**src/rtl/conveyor_seq.sv**
```systemverilog
// Shuttle sequencer: conditions buttons/sensors and issues MOTOR_ON / MOTOR_DIR toggle pulses.
// Optional motion timeout is built when MOTION_TIMEOUT_EN is defined.
module conveyor_seq #(
  parameter int DEBOUNCE_CYCLES = 20000,
  parameter int DWELL_CYCLES    = 5000000,
  parameter int TIMEOUT_CYCLES  = 200000000
) (
  input  logic       CLK,
  input  logic       RESET_N,
  input  logic       START_BTN,
  input  logic       STOP_BTN,
  input  logic       ESTOP,
  input  logic       SENS_HOME,
  input  logic       SENS_END,
  output logic       MOTOR_ON,
  output logic       MOTOR_DIR,
  output logic [2:0] STATE,
  output logic       BUSY,
  output logic       DONE,
  output logic       FAULT
);

  typedef enum logic [2:0] {
    S_IDLE  = 3'd0,
    S_FWD   = 3'd1,
    S_DWELL = 3'd2,
    S_REV   = 3'd3,
    S_FAULT = 3'd4
  } state_t;

  localparam int DBW = $clog2(DEBOUNCE_CYCLES + 1);
  localparam int DWW = $clog2(DWELL_CYCLES + 1);
  localparam logic [DBW-1:0] DB_LAST    = DBW'(DEBOUNCE_CYCLES - 1);
  localparam logic [DWW-1:0] DWELL_LOAD = DWW'(DWELL_CYCLES - 1);

  logic [4:0]     raw_in;
  logic [4:0]     sync1;
  logic [4:0]     sync2;
  logic [3:0]     db_in;
  logic [3:0]     db_val;
  logic [DBW-1:0] db_cnt [4];

  logic start_prev, stop_prev, start_edge, stop_edge;
  logic estop, sens_home, sens_end;

  state_t         state, next_state;
  logic [DWW-1:0] dwell_cnt;
  logic           busy;
  logic           done_r;

  logic tgt_on, tgt_dir;
  logic on_sh, dir_sh;
  logic want_on, want_dir;
  logic motor_on_r, motor_dir_r;

  assign raw_in = {SENS_END, SENS_HOME, ESTOP, STOP_BTN, START_BTN};
  // Debounced channels: 0=start, 1=stop, 2=home, 3=end. ESTOP stays level-only.
  assign db_in     = {sync2[4], sync2[3], sync2[1], sync2[0]};
  assign estop     = sync2[2];
  assign sens_home = db_val[2];
  assign sens_end  = db_val[3];

  always_ff @(posedge CLK) begin
    if (!RESET_N) begin
      sync1  <= '0;
      sync2  <= '0;
      db_val <= '0;
      for (int i = 0; i < 4; i++) db_cnt[i] <= '0;
    end else begin
      sync1 <= raw_in;
      sync2 <= sync1;
      for (int i = 0; i < 4; i++) begin
        if (db_in[i] == db_val[i]) begin
          db_cnt[i] <= '0;
        end else if (db_cnt[i] == DB_LAST) begin
          db_val[i] <= db_in[i];
          db_cnt[i] <= '0;
        end else begin
          db_cnt[i] <= db_cnt[i] + DBW'(1);
        end
      end
    end
  end

  always_ff @(posedge CLK) begin
    if (!RESET_N) begin
      start_prev <= 1'b0;
      stop_prev  <= 1'b0;
      start_edge <= 1'b0;
      stop_edge  <= 1'b0;
    end else begin
      start_prev <= db_val[0];
      stop_prev  <= db_val[1];
      start_edge <= db_val[0] & ~start_prev;
      stop_edge  <= db_val[1] & ~stop_prev;
    end
  end

  assign busy = (state == S_FWD) || (state == S_DWELL) || (state == S_REV);

`ifdef MOTION_TIMEOUT_EN
  localparam logic [31:0] TMO_LAST = 32'(TIMEOUT_CYCLES - 1);
  logic [31:0] tmo_cnt;
  logic        tmo_hit;

  assign tmo_hit = (tmo_cnt == TMO_LAST);

  always_ff @(posedge CLK) begin
    if (!RESET_N) begin
      tmo_cnt <= '0;
    end else if ((next_state != state) && ((next_state == S_FWD) || (next_state == S_REV))) begin
      tmo_cnt <= '0;
    end else if ((state == S_FWD) || (state == S_REV)) begin
      tmo_cnt <= tmo_cnt + 32'd1;
    end else begin
      tmo_cnt <= '0;
    end
  end
`endif

  always_ff @(posedge CLK) begin
    if (!RESET_N) state <= S_IDLE;
    else          state <= next_state;
  end

  always_comb begin
    next_state = state;
    if (estop) begin
      next_state = S_FAULT;
    end else if (stop_edge && busy) begin
      next_state = S_IDLE;
    end else begin
      case (state)
        S_IDLE:  if (start_edge && !sens_end) next_state = S_FWD;
        S_FWD: begin
          if (sens_end) next_state = S_DWELL;
`ifdef MOTION_TIMEOUT_EN
          else if (tmo_hit) next_state = S_FAULT;
`endif
        end
        S_DWELL: if (dwell_cnt == '0) next_state = S_REV;
        S_REV: begin
          if (sens_home) next_state = S_IDLE;
`ifdef MOTION_TIMEOUT_EN
          else if (tmo_hit) next_state = S_FAULT;
`endif
        end
        S_FAULT: if (start_edge) next_state = S_IDLE;
        default: next_state = S_IDLE;
      endcase
    end
  end

  always_ff @(posedge CLK) begin
    if (!RESET_N) begin
      dwell_cnt <= '0;
      done_r    <= 1'b0;
    end else begin
      if ((state != S_DWELL) && (next_state == S_DWELL)) dwell_cnt <= DWELL_LOAD;
      else if ((state == S_DWELL) && (dwell_cnt != '0)) dwell_cnt <= dwell_cnt - DWW'(1);
      done_r <= (state == S_REV) && (next_state == S_IDLE) && !stop_edge && !estop;
    end
  end

  // Never flip direction while running: stop first, then turn, then restart.
  assign tgt_on  = (state == S_FWD) || (state == S_REV);
  assign tgt_dir = (state == S_REV);

  always_comb begin
    want_on  = 1'b0;
    want_dir = 1'b0;
    if (on_sh && (!tgt_on || (dir_sh != tgt_dir))) want_on = 1'b1;
    else if (!on_sh && tgt_on && (dir_sh != tgt_dir)) want_dir = 1'b1;
    else if (!on_sh && tgt_on) want_on = 1'b1;
  end

  always_ff @(posedge CLK) begin
    if (!RESET_N) begin
      motor_on_r  <= 1'b0;
      motor_dir_r <= 1'b0;
      on_sh       <= 1'b0;
      dir_sh      <= 1'b0;
    end else if (motor_on_r || motor_dir_r) begin
      motor_on_r  <= 1'b0;
      motor_dir_r <= 1'b0;
    end else begin
      motor_on_r  <= want_on;
      motor_dir_r <= want_dir;
      if (want_on)  on_sh  <= ~on_sh;
      if (want_dir) dir_sh <= ~dir_sh;
    end
  end

  assign MOTOR_ON  = motor_on_r;
  assign MOTOR_DIR = motor_dir_r;
  assign STATE     = state;
  assign BUSY      = busy;
  assign DONE      = done_r;
  assign FAULT     = (state == S_FAULT);

endmodule

```
**config.mk**
```make
export PLATFORM = sky130hd
export DESIGN_NAME = conveyor_seq
export DESIGN_NICKNAME = d
export VERILOG_FILES = /design/src/rtl/conveyor_seq.sv
export SDC_FILE = /design/constraint.sdc
export NUM_CORES = 1
export LEC_CHECK = 0
export CAP_MARGIN = 20
export CORE_MARGIN = 3
export CORE_UTILIZATION = 60
export DETAILED_ROUTE_END_ITERATION = 10
export PLACE_DENSITY = 0.77
export SETUP_SLACK_MARGIN = 0.15
export SLEW_MARGIN = 25
export SYNTH_ARGS = -nofsm -noshare
export SYNTH_HDL_FRONTEND = slang
export SYNTH_SLANG_ARGS = --single-unit
```
**constraint.sdc**
```tcl
create_clock -name CLK -period 5.66 [get_ports CLK]
set_clock_uncertainty 0.1 [all_clocks]
set_input_delay 0.566 -clock CLK [delete_from_list [all_inputs] [get_ports CLK]]
set_output_delay 0.566 -clock CLK [all_outputs]
set_load 0.005 [all_outputs]
```
==> reports/metrics.yaml <==
timing:
  finalCritPeriodShare_pct: 44.8
  worstMarginPinSlew_ns: 0.701
  period_needed_ns: 2.53
  timing.fmax_mhz: 395
  tns_ns: 0
  hold_viol: 0
  slew_headroom_pct: 53.2
  slew_violations: 0
  rsz0062_at_grt: "false"
  setup_violations: 0
clocking:
  cts.sinks: 109
  cts_max_path_buffers: 2
  clk_pin_slew_ns: 0.10
  hold_buffers: 0
  clockRootBuffer: "clkbuf_8"
  cts_buffers: 9
  tritoncts: "yes"
  cts_resized: 0
  post_cts_buffers: 0
  ctsHtreeMaxLevel: 3
  clk_latency_ns: 0.37
final_layout:
  area_growth_pct: 11.1
  layout.nets: 599
  multiInputGateArea_sq_mm: 0.00261
  finish.instance_area_sq_mm: 0.00588
  ff_latch_area_sq_mm: 0.00278
  drive_gt1_share_pct: 5.25
  fillers: 664
  antennaDiodeCount: 0
  stdcell_count: 696
min_path:
  hp-class: "register to register"
die:
  initial_core_util_pct: 63.2
  fp.dieArea_sq_mm: 0.00999
  die_w_um: 99.9
  pin_count: 15
  core_area_sq_mm: 0.00838
  die_h_um: 99.9
  rows: 33
worst_setup_path:
  worstReg2RegEnd: "dwell_cnt[11]"
  critical_path_class: "input pin to register"
  reg2reg_slack_ns: 3.19
  slowest_stage: "clkdlybuf4s50_1"
  cpPeakStageDelay_ns: 0.90
  crit_fanout: 23
  arrival_ns: 2.71
  crit_required_ns: 5.83
  crit_path_start_kind: "input pin"
  cp-endpoint: "MOTOR_DIR"
  critPathCaptureType: "register"
  startpoint: "RESET_N"
  path_cells: "clkdlybuf4s50_1 -> inv_1 -> or2_2 -> nor4bb_1"
  rr_startpoint: "dwell_cnt[0]"
  worst-r2r-cell-count: 7
route:
  drcViolationCount: 0
  drt_pass1_iterations: 6
  ant_nets: 0
  wl_per_cell_um: 12.8
  drtIter0Drc: 118
  viasPerCell: 5.35
  wl_mm: 8.92
  vias: 3721
pwr:
  intPower_mw: 1.04
  power_density_mw_per_mm2: 230
  net-switching-power_mw: 0.311
  vdd_ir_drop_max_v: 0.000144
  combPwrFrac_pct: 3.9
  fin_total_pwr_mw: 1.35
  clockPowerShare_pct: 31.3
  switching_share_pct: 23.0
  seqPwrFrac_pct: 64.8
  p_leak_nw: 2.16
global_routing:
  grt_max_degree: 24
  grt_pass1_wl_mm: 15.7
  grt_pass1_vias: 3652
  antenna_found_initial: 0
  overflow: 0
  grt_use_total_pct: 19.5
placement:
  routabilityCongestion: 0.904
  numPortBuffers: 14
  placed_cell_area_sq_mm: 0.00571
  dp_hpwl_mm: 6.56
  dp_cells: 680
synth:
  async_flop_share_pct: 0
  yosysUniqueCellTypes: 58
  synth_seq_cells: 109
  synth_area_sq_mm: 0.00529
  synth_edf_count: 60
  syn_avg_cell_area_sq_um: 10.3
  yosysWarnings: 0
  ys_seq_area_share_pct: 52.6
  synth_cells: 516
  synth_ff_type: "edfxtp_1"
job:
  drv_cap: 0
run_status:
  status: "finished, final reports clean"
## area by class of cell
cell class,instances,share of cell area (%)
multi-input combinational,439,44.3
tap,105,2.23
clock inverter,7,0.829
inverter,13,0.829
sequential,109,47.3
clock buffer,9,2.11
timing repair buffer,14,2.38
## worst max-delay path: cells and delay by family
family	cells	cell delay, ns
buffers and inverters	2	1.43
AND/OR/NAND/NOR	2	0.70
## power by group through the flow
| stage | Combinational (mW) | Clock, mW | Sequential, mW |
|---|---|---|---|
| floorplan | 0.0410 | 0 | 0.888 |
| global route | 0.0609 | 0.467 | 0.881 |
| CTS | 0.0517 | 0.439 | 0.876 |
| global placement | 0.0504 | 0 | 0.893 |
| detailed placement | 0.0514 | 0 | 0.895 |
| finish | 0.0528 | 0.423 | 0.876 |
## placed cells by master, fill, tap and decap left out, types with 9 or more instances in the layout
cell             synthesis  final
a21oi_1                 16     16
and2_1                  13     13
and3_1                   9      9
clkbuf_8                 0      9
clkdlybuf4s50_1          0     14
conb_1                   1     60
dfxtp_1                 49     49
edfxtp_1                60     60
inv_1                   13     13
nand2_1                 29     29
nand3_1                 26     26
nand4_1                 16     16
nor2_1                  93     93
nor3_1                  20     20
xnor2_1                 27     27
xor2_1                  46     46
## stage by stage
step / util (%) / hold slack, ns / setup WS (ns)
after floorplan: - / 0.267 / 3.69
after global placement: 68.1 / 0.272 / 2.82
after detailed placement: 68.1 / 0.275 / 2.73
after CTS: 70.2 / 0.286 / 3.13
after global routing: 70.2 / 0.302 / 2.86
final: 70.2 / 0.282 / 3.13
## registers in the layout, summed over array words and instances (netlist names)
signal      count
db_cnt         60
start_edge      1
dir_sh          1
dwell_cnt      23
sync2           5
MOTOR_DIR       1
on_sh           1
stop_edge       1
start_prev      1
sync1           5
STATE           3
db_val          4
stop_prev       1
MOTOR_ON        1
DONE            1
## how the worst min path moves through the flow
stage | startpoint | to | slack (ns) | depth (start not counted)
after floorplan | start_prev | start_edge | 0.27 | 1
after global placement | stop_prev | stop_edge | 0.27 | 1
after detailed placement | stop_prev | stop_edge | 0.28 | 1
after CTS | stop_prev | stop_edge | 0.29 | 1
after global routing | stop_prev | stop_edge | 0.30 | 1
final | stop_prev | stop_edge | 0.28 | 1
## cell usage after synthesis, types with 5 or more instances
cell type | count | area [sq um]
xor2_1 | 46 | 403
xnor2_1 | 27 | 236
nand2b_1 | 6 | 37.5
edfxtp_1 | 60 | 1800
ha_1 | 6 | 75.1
clkbuf_1 | 8 | 30.0
nor2_1 | 93 | 349
dfxtp_1 | 49 | 981
mux2i_1 | 6 | 60.1
nand2_1 | 29 | 109
and3_1 | 9 | 56.3
o21ai_0 | 7 | 35.0
a21oi_1 | 16 | 80.1
or3_1 | 5 | 31.3
nand3_1 | 26 | 130
nor4_1 | 6 | 37.5
and2_1 | 13 | 81.3
nand4_1 | 16 | 100
nor3_1 | 20 | 100
inv_1 | 13 | 48.8
## cell families after synthesis
group / count (synthesis) / synth area share [%]
AO/OA/AOI/OAI: 43 / 5.48
XOR/XNOR: 73 / 12.1
adder cells (fa/ha/maj): 6 / 1.42
buffers and inverters: 27 / 2.36
flip-flops: 109 / 52.6
multiplexers: 7 / 1.35
other: 1 / 0.0708
AND/OR/NAND/NOR: 250 / 24.7
## routing by layer
layer	share of wire (%)	track usage, %	wire length, um	up-vias
met5	0	0	0	-
met1	46	24.7	4080	1757
met2	49	32.3	4400	53
li1	-	-	-	1895
met3	3.1	5.28	279	16
met4	1.8	6.41	161	0
Note: power is estimated with default switching activity, not from simulation.
